<file path="src/rtl/imem_loader_if.sv">
// Byte-stream input and instruction-memory write bus of the boot loader.
// The slave modport is the loader side; master is the host/memory side.
interface imem_loader_if #(
   parameter int unsigned ADDR_W = 32
);
   logic              in_valid;
   logic [7:0]        in_data;
   logic              in_ready;
   logic              mem_we;
   logic [ADDR_W-1:0] mem_addr;
   logic [31:0]       mem_wdata;

   modport slave (
      input  in_valid,
      input  in_data,
      output in_ready,
      output mem_we,
      output mem_addr,
      output mem_wdata
   );

   modport master (
      output in_valid,
      output in_data,
      input  in_ready,
      input  mem_we,
      input  mem_addr,
      input  mem_wdata
   );
endinterface

</file>
<file path="src/rtl/imem_loader.sv">
// Boot-time instruction-memory writer: header count, little-endian word assembly, core hold.
// Optional trailing XOR checksum byte is enabled with `define IMEM_LOADER_CKSUM_EN.
module imem_loader #(
   parameter int unsigned       ADDR_W    = 32,
   parameter logic [ADDR_W-1:0] BASE_ADDR = ADDR_W'(32'h0000_0000),
   parameter int unsigned       MAX_WORDS = 256
) (
   input  logic         clk,
   input  logic         rst_n,
   input  logic         start,
   imem_loader_if.slave bus,
   output logic         cpu_hold,
   output logic         done,
   output logic         err
);

   localparam int unsigned CNT_W = 16;

   typedef enum logic [2:0] {
      S_IDLE,
      S_HDR0,
      S_HDR1,
      S_DATA,
`ifdef IMEM_LOADER_CKSUM_EN
      S_CKSUM,
`endif
      S_DONE
   } state_t;

   state_t             state_q, state_d;
   logic [7:0]         cnt_lo_q, cnt_lo_d;
   logic [CNT_W-1:0]   count_q, count_d;
   logic [CNT_W-1:0]   word_idx_q, word_idx_d;
   logic [1:0]         byte_cnt_q, byte_cnt_d;
   logic [23:0]        shift_q, shift_d;
   logic               in_ready_q, in_ready_d;
   logic               mem_we_q, mem_we_d;
   logic [ADDR_W-1:0]  mem_addr_q, mem_addr_d;
   logic [31:0]        mem_wdata_q, mem_wdata_d;
   logic               cpu_hold_d, done_d, err_d;

   logic               accept_c;
   logic               clear_c;
   logic [CNT_W-1:0]   hdr_count_c;

   assign accept_c    = bus.in_valid && in_ready_q;
   assign clear_c     = (state_q == S_IDLE) || ((state_q == S_DONE) && start);
   assign hdr_count_c = {bus.in_data, cnt_lo_q};

   assign bus.in_ready  = in_ready_q;
   assign bus.mem_we    = mem_we_q;
   assign bus.mem_addr  = mem_addr_q;
   assign bus.mem_wdata = mem_wdata_q;

`ifdef IMEM_LOADER_CKSUM_EN
   logic [7:0] csum_q, csum_d;

   // Running XOR over every header and data byte accepted in this load.
   always_comb begin
      csum_d = csum_q;
      if (clear_c) begin
         csum_d = '0;
      end else if (accept_c && ((state_q == S_HDR0) || (state_q == S_HDR1) ||
                                (state_q == S_DATA))) begin
         csum_d = csum_q ^ bus.in_data;
      end
   end

   always_ff @(posedge clk or negedge rst_n) begin
      if (!rst_n) csum_q <= '0;
      else        csum_q <= csum_d;
   end
`endif

   // State register.
   always_ff @(posedge clk or negedge rst_n) begin
      if (!rst_n) state_q <= S_IDLE;
      else        state_q <= state_d;
   end

   // Next-state, counters and next values of all registered outputs.
   always_comb begin
      state_d     = state_q;
      cnt_lo_d    = cnt_lo_q;
      count_d     = count_q;
      word_idx_d  = word_idx_q;
      byte_cnt_d  = byte_cnt_q;
      shift_d     = shift_q;
      mem_we_d    = 1'b0;
      mem_addr_d  = mem_addr_q;
      mem_wdata_d = mem_wdata_q;
      err_d       = err;

      if (clear_c) begin
         cnt_lo_d   = '0;
         count_d    = '0;
         word_idx_d = '0;
         byte_cnt_d = '0;
         shift_d    = '0;
         err_d      = 1'b0;
      end

      case (state_q)
         S_IDLE: begin
            if (start) state_d = S_HDR0;
         end
         S_HDR0: begin
            if (accept_c) begin
               cnt_lo_d = bus.in_data;
               state_d  = S_HDR1;
            end
         end
         S_HDR1: begin
            if (accept_c) begin
               count_d = hdr_count_c;
               if (hdr_count_c == '0) begin
                  state_d = S_DONE;
               end else if (32'(hdr_count_c) > MAX_WORDS) begin
                  err_d   = 1'b1;
                  state_d = S_DONE;
               end else begin
                  state_d = S_DATA;
               end
            end
         end
         S_DATA: begin
            if (accept_c) begin
               shift_d    = {bus.in_data, shift_q[23:8]};
               byte_cnt_d = byte_cnt_q + 2'd1;
               if (byte_cnt_q == 2'd3) begin
                  mem_we_d    = 1'b1;
                  mem_wdata_d = {bus.in_data, shift_q};
                  mem_addr_d  = BASE_ADDR + ADDR_W'({word_idx_q, 2'b00});
                  word_idx_d  = word_idx_q + CNT_W'(1);
                  if (word_idx_q == (count_q - CNT_W'(1))) begin
`ifdef IMEM_LOADER_CKSUM_EN
                     state_d = S_CKSUM;
`else
                     state_d = S_DONE;
`endif
                  end
               end
            end
         end
`ifdef IMEM_LOADER_CKSUM_EN
         S_CKSUM: begin
            if (accept_c) begin
               err_d   = (bus.in_data != csum_q);
               state_d = S_DONE;
            end
         end
`endif
         S_DONE: begin
            if (start) state_d = S_HDR0;
         end
         default: state_d = S_IDLE;
      endcase

      // Level outputs follow the state being entered, so they change with it.
      in_ready_d = (state_d == S_HDR0) || (state_d == S_HDR1) || (state_d == S_DATA);
`ifdef IMEM_LOADER_CKSUM_EN
      in_ready_d = in_ready_d || (state_d == S_CKSUM);
`endif
      done_d     = (state_d == S_DONE);
      cpu_hold_d = (state_d != S_DONE);
   end

   // Datapath and output registers; reset drops any in-flight write strobe.
   always_ff @(posedge clk or negedge rst_n) begin
      if (!rst_n) begin
         cnt_lo_q    <= '0;
         count_q     <= '0;
         word_idx_q  <= '0;
         byte_cnt_q  <= '0;
         shift_q     <= '0;
         in_ready_q  <= 1'b0;
         mem_we_q    <= 1'b0;
         mem_addr_q  <= '0;
         mem_wdata_q <= '0;
         cpu_hold    <= 1'b1;
         done        <= 1'b0;
         err         <= 1'b0;
      end else begin
         cnt_lo_q    <= cnt_lo_d;
         count_q     <= count_d;
         word_idx_q  <= word_idx_d;
         byte_cnt_q  <= byte_cnt_d;
         shift_q     <= shift_d;
         in_ready_q  <= in_ready_d;
         mem_we_q    <= mem_we_d;
         mem_addr_q  <= mem_addr_d;
         mem_wdata_q <= mem_wdata_d;
         cpu_hold    <= cpu_hold_d;
         done        <= done_d;
         err         <= err_d;
      end
   end

endmodule
</file>
<file path="src/flat_wrapper.sv">
// flat-port wrapper written by rule: the top's interface ports become plain ports
module imem_loader_flat 
#(
   parameter int unsigned       ADDR_W    = 32,
   parameter logic [ADDR_W-1:0] BASE_ADDR = ADDR_W'(32'h0000_0000),
   parameter int unsigned       MAX_WORDS = 256
)
  (clk, rst_n, start, cpu_hold, done, err, bus_in_valid, bus_in_data, bus_in_ready, bus_mem_we, bus_mem_addr, bus_mem_wdata);
  imem_loader_if #(.ADDR_W(ADDR_W)) bus_i ();
  input  logic clk;
  input  logic rst_n;
  input  logic start;
  output logic cpu_hold;
  output logic done;
  output logic err;
  input wire logic [$bits(bus_i.in_valid)-1:0] bus_in_valid;
  input wire logic [$bits(bus_i.in_data)-1:0] bus_in_data;
  output wire logic [$bits(bus_i.in_ready)-1:0] bus_in_ready;
  output wire logic [$bits(bus_i.mem_we)-1:0] bus_mem_we;
  output wire logic [$bits(bus_i.mem_addr)-1:0] bus_mem_addr;
  output wire logic [$bits(bus_i.mem_wdata)-1:0] bus_mem_wdata;
  assign bus_i.in_valid = bus_in_valid;
  assign bus_i.in_data = bus_in_data;
  assign bus_in_ready = bus_i.in_ready;
  assign bus_mem_we = bus_i.mem_we;
  assign bus_mem_addr = bus_i.mem_addr;
  assign bus_mem_wdata = bus_i.mem_wdata;
  imem_loader #(.ADDR_W(ADDR_W), .BASE_ADDR(BASE_ADDR), .MAX_WORDS(MAX_WORDS)) u_core (.clk(clk), .rst_n(rst_n), .start(start), .bus(bus_i), .cpu_hold(cpu_hold), .done(done), .err(err));
endmodule
</file>
<file path="config.mk">
export PLATFORM = sky130hd
export DESIGN_NAME = imem_loader_flat
export DESIGN_NICKNAME = d
export VERILOG_FILES = /design/src/rtl/imem_loader_if.sv /design/src/rtl/imem_loader.sv /design/src/flat_wrapper.sv
export SDC_FILE = /design/constraint.sdc
export NUM_CORES = 1
export LEC_CHECK = 0
export CELL_PAD_IN_SITES_DETAIL_PLACEMENT = 1
export CELL_PAD_IN_SITES_GLOBAL_PLACEMENT = 2
export CORE_AREA = 2 2 141 143
export DETAILED_ROUTE_END_ITERATION = 16
export DIE_AREA = 0 0 143 145
export GPL_TIMING_DRIVEN = 0
export PLACE_DENSITY = 0.7
export SYNTH_ARGS = -nofsm -noshare
export SYNTH_HDL_FRONTEND = slang
export SYNTH_SLANG_ARGS = --single-unit
</file>
<file path="constraint.sdc">
create_clock -name clk -period 7 [get_ports clk]
set_input_delay 1.4 -clock clk [delete_from_list [all_inputs] [get_ports clk]]
set_output_delay 1.4 -clock clk [all_outputs]
set_load 0.05 [all_outputs]
</file>
==> results of run 1 <==
[sequential cells by signal, indices dropped and copies added (netlist names)]
register / cells
u_core.cpu_hold: 1
u_core.count_q: 16
u_core.done: 1
u_core.shift_q: 24
u_core.bus.mem_addr: 16
u_core.cnt_lo_q: 8
u_core.err: 1
u_core.bus.mem_wdata: 32
u_core.bus.in_ready: 1
u_core.state_q: 3
u_core.bus.mem_we: 1
u_core.word_idx_q: 16
u_core.byte_cnt_q: 2
[cells in the final DEF, fill, tap and decap left out, types with 3 or more instances in the layout]
cell type	n
sky130_fd_sc_hd__a21oi_1	5
sky130_fd_sc_hd__and3_1	3
sky130_fd_sc_hd__and4_1	4
sky130_fd_sc_hd__buf_1	4
sky130_fd_sc_hd__buf_4	16
sky130_fd_sc_hd__bufinv_16	3
sky130_fd_sc_hd__clkbuf_1	32
sky130_fd_sc_hd__clkbuf_16	17
sky130_fd_sc_hd__clkdlybuf4s50_1	63
sky130_fd_sc_hd__clkinvlp_4	4
sky130_fd_sc_hd__conb_1	16
sky130_fd_sc_hd__dfrtp_1	121
sky130_fd_sc_hd__ha_1	3
sky130_fd_sc_hd__inv_1	3
sky130_fd_sc_hd__mux2i_1	4
sky130_fd_sc_hd__nand2_1	263
sky130_fd_sc_hd__nand3_1	41
sky130_fd_sc_hd__nand4_1	4
sky130_fd_sc_hd__nor2_1	18
sky130_fd_sc_hd__nor3_1	8
sky130_fd_sc_hd__nor4_1	8
sky130_fd_sc_hd__o21ai_0	31
sky130_fd_sc_hd__o31ai_1	4
sky130_fd_sc_hd__or4_1	3
sky130_fd_sc_hd__xnor2_1	15
sky130_fd_sc_hd__xor2_1	11
[kinds of logic after synthesis]
| group | after synthesis |
|---|---|
| simple gates | 370 |
| compound gates | 64 |
| fa+ha+maj | 3 |
| xor+xnor | 26 |
| buf+inv | 56 |
| flops | 122 |
| other cells | 1 |
| mux | 5 |
[tightest hold or removal path, stage by stage, from the launching register on]
cell and delay [ns]:
sky130_fd_sc_hd__dfrtp_1 0.34, sky130_fd_sc_hd__nand2_1 0.05, sky130_fd_sc_hd__nand2_1 0.05
[power by group]
group          switching, mW  internal [mW]  total [mW]
combinational          0.399          0.189       0.589
sequential            0.0599          0.769       0.829
clock                  0.331          0.578       0.910
[per-layer routing]
metal / vias to the layer above / global-route usage / wire length (um) / part of all wire
li1: 2312 / - / - / -
met3: 16 / 0.03927 / 563 / 0.033
met2: 81 / 0.2646 / 7789 / 0.46
met1: 2359 / 0.2447 / 8282 / 0.49
met4: 0 / 0.06238 / 231 / 0.014
met5: - / 0 / 0 / 0
[worst max path at each step]
| stage | depth (start not counted) | start | end |
|---|---|---|---|
| floorplan | 6 | bus_in_valid | u_core.word_idx_q[15] |
| global placement | 1 | rst_n | u_core.cnt_lo_q[0] |
| detailed placement | 5 | bus_in_valid | u_core.cnt_lo_q[6] |
| CTS | 5 | bus_in_valid | u_core.cnt_lo_q[5] |
| global route | 7 | bus_in_data[4] | u_core.bus.in_ready |
| finish | 6 | bus_in_data[4] | u_core.cpu_hold |
[stage by stage]
stage	cells	instance area, um^2	util	hold slack, ns
floorplan	662	5749	-	0.4384
global placement	991	6721	0.3499	0.4591
detailed placement	992	6750	0.3514	0.4634
CTS	1024	7357	0.3830	0.4792
global route	1024	7363	0.3834	0.5009
finish	1024	7363	0.3834	0.4668
[area by class of cell]
type / count / area (um^2) / share of cell area
Sequential cell: 122 / 3054 / 0.4148
Multi-Input combinational cell: 484 / 2421 / 0.3288
Timing Repair Buffer: 65 / 669.4 / 0.09091
Clock buffer: 22 / 464.2 / 0.06304
Tap cell: 265 / 331.6 / 0.04503
Buffer: 52 / 265.3 / 0.03602
Clock inverter: 10 / 142.6 / 0.01937
Inverter: 4 / 15.01 / 0.002039
==> implementation parameters, run 1 <==
Parameter                              Value

Run status
  Status    completed

Worst setup path
  Maximum fanout along the worst path    5
  Slowest cell on crit path    sky130_fd_sc_hd__or4_1
  Data arrival at the endpoint of the critical path    between 3 and 4 ns
  Largest stage delay on the critical path    0.56 ns
  Worst r2r dst    u_core.cpu_hold
  Worst Setup Path Type    in2reg
  Setup slack on the worst flop-to-flop path    4.35 ns
  Ordered list of cells on the worst path    clkdlybuf4s50_1 -> or4_1 -> nor4_1 -> nand3b_1 -> a22oi_1 -> o32a_1
  Type of element capturing the critical path    flip-flop
  Number of buffers and inverters on the critical path    1
  Family with the most delay on the worst path    simple AND/OR/NAND/NOR gates
  Reg-to-reg startpoint    u_core.count_q[0]
  Endpoint required time on the critical path    7.36 ns
  Critical Path Start Type    primary input
  Number of cells on the worst reg-to-reg path    8

STA
  Final worst-path cycle share    0.4958
  Total of endpoints with negative setup slack in the final report    0
  Setup repair after global routing missed its margin    false
  Worst Skew    roughly 0.015 ns
  Total Neg Setup Slack    0 ns
  Transition at the pin with the smallest max-transition slack    between 0.7 and 0.8 ns
  Slew HR    0.4816
  Post-route minimum period    between 3 and 4 ns
  Highest Clock Rate    approximately 0.29 GHz
  Number of pins with negative max-slew slack in the final report    0
  Post-route setup slack    ~3.5 ns
  Final Hold Viols    0

Logic synthesis
  Post-Syn Instances    roughly 650
  Most used flip-flop cell after synthesis    sky130_fd_sc_hd__dfrtp_1
  Xor/xnor share of the synthesized area    0.04000
  Yosys reg bits    ~120
  Main combinational cell family by area after synthesis    simple AND/OR/NAND/NOR gates
  Cell with the most instances after synthesis    sky130_fd_sc_hd__nand2_1
  Basic-gate share of the synthesized area counting and, or, nand and nor cells    0.2796
  Mux share of post-synthesis cell area    0.009011
  Synth top cells by count    sky130_fd_sc_hd__nand2_1, sky130_fd_sc_hd__dfrtp_1, sky130_fd_sc_hd__nand3_1
  Synthesized-area fraction occupied by ao, oa, aoi and oai cells    0.07846
  Most area-hungry cell type in the Yosys netlist    sky130_fd_sc_hd__dfrtp_1
  Sequential-to-total area share from yosys stat    0.5365
  Cell area after synthesis    about 0.0057 mm^2
  Synth warn    0
  Area share of the leading cell type in the synthesized netlist    0.5319
  Synth cell types    55
  EDFF count, synth    0
  Adder-Cell Fraction of Synth Area    0.006593
  Synth async-reset ratio    1.000
  Area contributors post-synth    sky130_fd_sc_hd__dfrtp_1, sky130_fd_sc_hd__nand2_1, sky130_fd_sc_hd__nand3_1
  Synthesized area divided by synthesized cell count    just under 9 um^2

Clock network
  CTS tree    built
  Count of buffers added by post-CTS timing repair for setup    0
  Post-CTS Resized    0
  Number of buffers between clock root and the deepest sink    2
  Worst-skew pair later-pin latency    around 0.43 ns
  Clk pin slew, worst setup/hold paths    approximately 0.060 ns
  Cts-stage hold buffer count    0
  Clock H-tree levels    4
  Number of sinks driven by the clock tree    between 100 and 150
  Total CTS buffers    17
  Root Buffer    sky130_fd_sc_hd__clkbuf_16

Cells and area
  Fraction of final layout cells sized beyond drive strength 1    0.08037
  Net count of the finished layout    ~760
  Fillers    between 2,000 and 2,500
  Area growth syn-to-layout    29.34%
  Number of antenna cells inserted    0

Floorplanning
  I/O pin count    around 80
  Die Span Y    between 100 and 150 um
  Die outline area    around 0.021 mm^2
  Die width    around 140 um
  Starting density of the core    0.2964
  Core region area    between 0.015 and 0.02 mm^2
  Std-Cell Rows    51

Min path
  Terminating pin of the worst hold path    u_core.bus.mem_wdata[7]
  Hold path startpoint    u_core.shift_q[7]
  Worst hold path depth    2
  Type of the tightest min-delay check    reg2reg

Power and ir drop
  Reported leakage power    between 3 and 4 nW
  Maximum VDD drop    roughly 0.19 mV
  Power density relative to cell area    approximately 320 mW/mm^2
  Total power of the final layout    2.328 mW

Placement
  I/O Buffers    64
  Estimated wirelength of the detail-placed design    around 12 mm
  Global placement routability congestion    0.8285
  DP Worst Slack    ~3 ns

Drt
  Initial drt markers    between 150 and 200
  Post-route DRC violation count    0
  Routed WL per cell    16.47 um
  Length of the first detailed-routing pass in iterations    4
  Vias per Instance    about 4.7
  Number of antenna-violating nets in the routed design    0
  Wire length reported by the detailed router    around 17 mm
  Via Count    between 4,000 and 5,000

GRT
  GRT Overall Usage    0.1747
  Initial antenna violation count    0
  GRT overflow    0
  Maximum number of pins on one net before global-route repair    between 70 and 80
  First-pass GRT wire length    ~28 mm
  Via count of the first global-routing pass    slightly above 5,000

Flow run
  Max-cap violations    0
Power figures use the tool's default switching activity.
==> inputs of run 2 (changes only) <==
==> constraint.sdc (replaced) <==
create_clock -name clk -period 3.33 [get_ports clk]
set_input_delay 0.666 -clock clk [delete_from_list [all_inputs] [get_ports clk]]
set_output_delay 0.666 -clock clk [all_outputs]
set_load 0.05 [all_outputs]
==> results of run 2 <==
Same layout as run 1 (identical final DEF). Status: completed.
Main changes from that run: setup slack after placement 2.994 ns -> 0.05846 ns; setup slack after layout 3.529 ns -> 0.5931 ns; hold slack 0.4668 ns -> 0.1711 ns; register-to-register setup slack 4.35 ns -> 0.68 ns; total power 2.328 mW -> 4.893 mW; worst IR drop on VDD 0.1852 mV -> 0.3892 mV
